$ cat config.mk
export PLATFORM = sky130hd
export DESIGN_NAME = seq_multiplier
export DESIGN_NICKNAME = d
export VERILOG_FILES = /design/src/rtl/mult_pkg.sv /design/src/rtl/cond_negate.sv /design/src/rtl/seq_multiplier.sv
export SDC_FILE = /design/constraint.sdc
export NUM_CORES = 1
export LEC_CHECK = 0
export ABC_AREA = 0
export CORE_ASPECT_RATIO = 0.9
export CORE_MARGIN = 1.5
export CORE_UTILIZATION = 56
export DETAILED_ROUTE_END_ITERATION = 8
export HOLD_SLACK_MARGIN = 0.02
export PLACE_DENSITY = 0.79
export SYNTH_ARGS = -nofsm -noshare
export SYNTH_HDL_FRONTEND = slang
export SYNTH_HIERARCHICAL = 1
export SYNTH_SLANG_ARGS = --single-unit
$ cat constraint.sdc
create_clock -name clk -period 2.79 [get_ports clk]
set_input_delay 0.4185 -clock clk [delete_from_list [all_inputs] [get_ports clk]]
set_output_delay 0.4185 -clock clk [all_outputs]
set_load 0.02 [all_outputs]
$ cat src/rtl/mult_pkg.sv
// Shared definitions for the sequential shift-add multiplier.
//   mult_state_e   : controller state encoding (IDLE / RUN / DONE)
//   MULT_N_DEFAULT : default operand width in bits
package mult_pkg;

  localparam int MULT_N_DEFAULT = 4;

  typedef enum logic [1:0] {
    IDLE = 2'd0,
    RUN  = 2'd1,
    DONE = 2'd2
  } mult_state_e;

endpackage : mult_pkg

$ cat src/rtl/cond_negate.sv
// Conditional two's-complement negation.
//   en   : when 1, dout = -din (mod 2^W); when 0, dout = din
//   din  : W-bit input value
//   dout : W-bit result
// The most-negative value maps to itself, which read as unsigned is its magnitude.
module cond_negate #(
  parameter int W = 4
) (
  input  logic         en,
  input  logic [W-1:0] din,
  output logic [W-1:0] dout
);

  always_comb begin
    dout = din;
    if (en) dout = ~din + W'(1);
  end

endmodule : cond_negate

$ cat src/rtl/seq_multiplier.sv
// Sequential shift-add multiplier, one multiplier bit per clock.
//   clk     : clock, rising edge
//   rst_n   : synchronous active-low reset
//   start   : begin a multiply (sampled only in IDLE)
//   a, b    : N-bit multiplicand / multiplier, captured on the accepting edge
//   busy    : high while in RUN or DONE
//   done    : one-cycle pulse, product holds the new result
//   product : 2N-bit result register, held between completions
// Latency is N+1 edges from accept to done; all outputs are registered.
//
// state | meaning
// IDLE  | waiting for start, product held
// RUN   | one shift-add step per cycle, N cycles
// DONE  | done pulse cycle, returns to IDLE unconditionally
module seq_multiplier
  import mult_pkg::*;
#(
  parameter int N           = MULT_N_DEFAULT,
  parameter bit SIGNED_MODE = 1'b0
) (
  input  logic           clk,
  input  logic           rst_n,
  input  logic           start,
  input  logic [N-1:0]   a,
  input  logic [N-1:0]   b,
  output logic           busy,
  output logic           done,
  output logic [2*N-1:0] product
);

  localparam int IW = $clog2(N);

  mult_state_e    state_q, state_d;
  logic [2*N-1:0] mcand_q, mcand_d;
  logic [2*N-1:0] acc_q, acc_d;
  logic [2*N-1:0] product_q, product_d;
  logic [N-1:0]   mplier_q, mplier_d;
  logic [IW-1:0]  iter_q, iter_d;
  logic           neg_q, neg_d;
  logic           done_q, done_d;
  logic           busy_q, busy_d;

  logic [N-1:0]   mag_a, mag_b;
  logic [2*N-1:0] acc_sum, result;

  // Operands enter the datapath as magnitudes; sign is folded back in at the end.
  cond_negate #(.W(N)) u_abs_a (
    .en   (SIGNED_MODE && a[N-1]),
    .din  (a),
    .dout (mag_a)
  );

  cond_negate #(.W(N)) u_abs_b (
    .en   (SIGNED_MODE && b[N-1]),
    .din  (b),
    .dout (mag_b)
  );

  // Accumulator after this cycle's step; also the final magnitude on the last step.
  assign acc_sum = acc_q + (mplier_q[0] ? mcand_q : '0);

  cond_negate #(.W(2*N)) u_neg_res (
    .en   (neg_q),
    .din  (acc_sum),
    .dout (result)
  );

  always_comb begin
    state_d   = state_q;
    mcand_d   = mcand_q;
    acc_d     = acc_q;
    product_d = product_q;
    mplier_d  = mplier_q;
    iter_d    = iter_q;
    neg_d     = neg_q;
    done_d    = 1'b0;

    case (state_q)
      IDLE: begin
        if (start) begin
          mcand_d  = {{N{1'b0}}, mag_a};
          mplier_d = mag_b;
          acc_d    = '0;
          iter_d   = '0;
          neg_d    = SIGNED_MODE && (a[N-1] ^ b[N-1]);
          state_d  = RUN;
        end
      end
      RUN: begin
        // mcand_q is kept pre-shifted, so it always equals multiplicand << iter_q.
        acc_d    = acc_sum;
        mcand_d  = mcand_q << 1;
        mplier_d = mplier_q >> 1;
        iter_d   = iter_q + IW'(1);
        if (iter_q == IW'(N - 1)) begin
          product_d = result;
          done_d    = 1'b1;
          state_d   = DONE;
        end
      end
      DONE: begin
        state_d = IDLE;
      end
      default: begin
        state_d = IDLE;
      end
    endcase

    busy_d = (state_d != IDLE);
  end

  always_ff @(posedge clk) begin
    if (!rst_n) begin
      state_q   <= IDLE;
      mcand_q   <= '0;
      acc_q     <= '0;
      product_q <= '0;
      mplier_q  <= '0;
      iter_q    <= '0;
      neg_q     <= 1'b0;
      done_q    <= 1'b0;
      busy_q    <= 1'b0;
    end else begin
      state_q   <= state_d;
      mcand_q   <= mcand_d;
      acc_q     <= acc_d;
      product_q <= product_d;
      mplier_q  <= mplier_d;
      iter_q    <= iter_d;
      neg_q     <= neg_d;
      done_q    <= done_d;
      busy_q    <= busy_d;
    end
  end

  assign busy    = busy_q;
  assign done    = done_q;
  assign product = product_q;

endmodule : seq_multiplier

# [Yosys cells after proc, flatten, opt, wreduce, memory -nomap -nowiden]
# Cells that the tools add are included.
[totals] register_bits=34 word_cells=32 out_inout_bits=10
[op_classes] addsub=2 reduce_logical=6 eq_ne=3 muxes=13
[op_table] cell="$pmux 8 s2" count=2
[op_table] cell="$mux 8" count=3
[op_table] cell="$add 8x8->8" count=1
[op_table] cell="$pmux 2 s2" count=2
[op_table] cell="$pmux 4 s2" count=1
[op_table] cell="$mux 2" count=3
[op_table] cell="$reduce_and 2->1" count=3
[op_table] cell="$mux 4" count=1
[op_table] cell="$reduce_bool 2->1" count=2
[op_table] cell="$add 2x1->2 const B" count=1
[op_table] cell="$eq 2x1->1 const B" count=1
[op_table] cell="$eq 2x2->1 const B" count=1
[op_table] cell="$logic_not 2->1" count=1
[op_table] cell="$ne 2x2->1 const B" count=1
[op_table] cell="$mux 1" count=1

# [Logic depth before layout (Yosys ltp)]
[depth] word_depth=4 ltp_mapped=12 depth_no_buf=11

# [Modules after synthesis]
# The synthesis kept the hierarchy.
[modules_own_cells] mod="seq_multiplier" area_per_inst_um2=1647.8 cells_each=193 instances=1
[modules_own_cells] mod="cond_negate at u_neg_res" area_per_inst_um2=171.4 cells_each=21 instances=1
[modules_own_cells] mod="cond_negate at u_abs_a ..." area_per_inst_um2=72.6 cells_each=10 instances=2

# [Least setup slack after synthesis]
# Ideal clock, no wire load.
[synth_timing] path_type="register to register" startpoint="register mplier_q[0]" endpoint="register product_q[6] (netlist: product[6])" setup_slack_ns=0.411 arrival_time_ns=2.309 stages_incl_launch_ff=12 required_time_ns=2.719 synth_period_minus_slack_ns=2.379 n_path_buf=1 path_cell_list="dfxtp_1 -> clkbuf_1 -> and2_1 -> ha_1 -> fa_1 -> a21o_1 -> a21oi_2 -> o211ai_2 -> xor2_1 -> xnor2_1 -> nand3_1 -> a21oi_1"
[synth_via] elab_chain_len=2
[synth_lines] item="start: declaration" line="seq_multiplier.sv:37" text="logic [N-1:0] mplier_q, mplier_d;"
[synth_lines] item="start signal: assignment" line="seq_multiplier.sv:128" text="mplier_q <= mplier_d;"
[synth_lines] item="$mux 8" line="seq_multiplier.sv:60" text="assign acc_sum = acc_q + (mplier_q[0] ? mcand_q : '0);"
[synth_lines] item="$add 8x8->8" line="seq_multiplier.sv:60"
[synth_lines] item="named net acc_sum[6]" line="seq_multiplier.sv:44" text="logic [2*N-1:0] acc_sum, result;"
[synth_lines] item="end signal: assignment" line="seq_multiplier.sv:127" text="product_q <= product_d;"
[synth_lines] item="end: declaration" line="seq_multiplier.sv:36" text="logic [2*N-1:0] product_q, product_d;"
# The timed path passes the listed nets, and every way through them passes these cells.
# A chain may end at the register's enable or synchronous reset.

# [Final worst setup path]
# Ends and elaborated chain as after synthesis.

==> flow_summary.yaml <==
setup_path:
  cp.arrival_ps: 2730
  crit_type: "register to register"
  worstRegToRegCells: 10
  end_kind: "register"
  crit_path_max_fanout: 10
  critPathLaunchType: "register"
  crit_required_ps: 3020
  crit-reg2reg-capture: "product[6]"
  regToRegStartpoint: "mplier_q[0]"
  r2r_slack_ps: 290
layout:
  fill_cells: 270
  final_common_cell: "dfxtp_1"
  antenna_cells: 0
  finalNonFillerCells: 309
  nets: 287
  layout_common_cells: "dfxtp_1, nand2_1, nor2_1"
  syn_to_final_growth_pct: 19.6
  drive_gt1_share_pct: 8.68
  final_cell_area_um2: 2350
cts:
  clk_latency_ps: 290
  cts_resized: 0
  cts_tree: "yes"
  cts_buffers: 5
  cts.sinks: 34
  cts_buffer_depth: 2
  cts_hold_buf: 0
  path_clk_slew_ps: 70
  cts_setup_buffers: 0
  htree_levels: 2
  cts_root_buffer: "clkbuf_8"
grt:
  grt_pass1_vias: 1483
  grtUsageTotal_pct: 23.7
  use_met1_pct: 31.0
  grt_antenna_before_repair: 0
  grt_pass1_wl_um: 6900
  grt.busiest_layer: "met2"
  grt_max_degree: 30
  overflow: 0
  use_met3_pct: 7.41
  use_met2_pct: 37.9
drt:
  wl_um: 4000
  wl_per_cell_um: 13.0
  num_vias: 1678
  dr.pass1.iters: 4
  viasPerCell: 5.43
  antenna_left: 0
  drc_errors: 0
  drtIter0Drc: 105
synth:
  ys_seq_elements: 34
  synth_area_um2: 1960
  yosysSeqAreaShare_pct: 34.6
  synth_area_per_cell_um2: 8.39
  synth_cell_types: 44
  synth-main-ff-cell: "dfxtp_1"
  syn_inst: 234
  yosys.area.top_type: "dfxtp_1"
  yosysWarningCount: 6
  synth_top_area_share_pct: 34.6
  async_flop_share_pct: 0
  synth.area.top_cells: "dfxtp_1, ha_1, xnor2_1"
  synth_edf_count: 0
timing:
  hold_violations: 0
  finalCriticalPeriod_ps: 2500
  worstMarginPinSlew_ps: 604
  rsz0062_at_grt: "no"
  finalMaxSlewViolations: 0
  setup_viol: 0
  maxSlewHeadroom_pct: 59.7
  post-route-period-util_pct: 89.5
  tns_ps: 0
  skew_ps: 4.98
  clock.fmax_mhz: 400
die:
  die_w_um: 65.4
  core_um2: 3350
  ioPinCount: 21
  start_util_pct: 58.6
  num_rows: 20
  fp.dieH_um: 59.2
  dieArea_um2: 3870
placement:
  placed_area_um2: 2210
  dp.final_hpwl_um: 2830
  gp_congestion: 0.837
  numPortBuffers: 20
  dp.cells: 301
power:
  p_leak_nw: 0.962
  peakVddDrop_mv: 0.568
  power_density_nw_per_um2: 514
hold_path:
  holdPathStages: 2
  whs_endpoint: "product[3]"
  holdCritStartpoint: "product[3]"
  holdCritPathClass: "register to register"
flow_run:
  maxCapViolations: 0
run_status:
  status: "finished, final reports clean"
[synthesized netlist by cell type (3+ instances only)]
master / number
a21oi_1: 14
a22oi_1: 12
a311oi_1: 5
and2_1: 7
buf_2: 3
buf_4: 4
clkbuf_1: 7
dfxtp_1: 34
ha_1: 11
inv_1: 9
nand2_1: 30
nand2b_1: 5
nand3_1: 9
nor2_1: 26
o21ai_0: 5
o31ai_2: 3
xnor2_1: 15
[metal layers]
layer	vias to the layer above	share of wire [%]
li1	852	-
met3	4	5.3
met2	50	47
met4	0	0.90
met5	-	0
met1	772	47
[worst max-delay path by stage]
| stage | depth (start not counted) | endpoint | startpoint | slack (ps) |
|---|---|---|---|---|
| after CTS | 10 | product[6] | mplier_q[0] | 280 |
| after floorplan | 11 | product[6] | mplier_q[0] | 410 |
| after global routing | 10 | product[6] | mplier_q[0] | 110 |
| final | 10 | product[6] | mplier_q[0] | 290 |
| after global placement | 10 | product[6] | mplier_q[0] | 400 |
| after detailed placement | 10 | product[6] | mplier_q[0] | 320 |
[sequential cells by signal (all words and copies together), names as in the netlist]
signal,count
acc_q,8
mcand_q,8
product,8
mplier_q,4
iter_q,2
state_q,2
busy,1
done,1
[final cells by class]
class,count,area (µm²),area share [%]
clock inverters,3,68.8,2.93
clock buffers,5,68.8,2.93
inverters,9,33.8,1.44
flip-flops and latches,34,681,29.0
repair buffers,24,230,9.80
well taps,44,55.1,2.34
multi-input cells,190,1210,51.6
[worst max-delay path: stages (launching register included)]
cell	delay, ps
dfxtp_1	390
and2_1	180
ha_1	230
fa_1	410
a21o_1	210
a21oi_2	180
o211ai_2	110
xor2_1	360
xnor2_1	160
nand3_1	80
a21oi_1	130
[report_power, final]
group / internal (mW) / switching (mW) / total, mW
registers: 0.500 / 0.0126 / 0.513
clock network: 0.358 / 0.193 / 0.551
logic: 0.0644 / 0.0804 / 0.145
total: 0.922 / 0.286 / 1.21
[stage by stage]
stage | power, mW | setup WS (ps) | utilization [%] | hold WS, ps
after floorplan | 0.630 | 411 | - | 455
after global placement | 0.663 | 398 | 66.0 | 443
after detailed placement | 0.665 | 319 | 66.0 | 446
after CTS | 1.22 | 285 | 70.1 | 457
after global routing | 1.26 | 109 | 70.1 | 472
final | 1.21 | 293 | 70.1 | 453
[kinds of logic after synthesis]
group                      after synthesis  share of synthesized area (%)
and+or+nand+nor                         90                           21.6
other                                    1                          0.191
xor gates and xnor gates                17                           7.58
buffers and inverters                   25                           6.50
muxes                                    1                          0.510
DFF                                     34                           34.6
AOI/OAI and AO/OA                       54                           21.0
adders and majority gates               12                           8.03
Power figures use the tool's default switching activity.
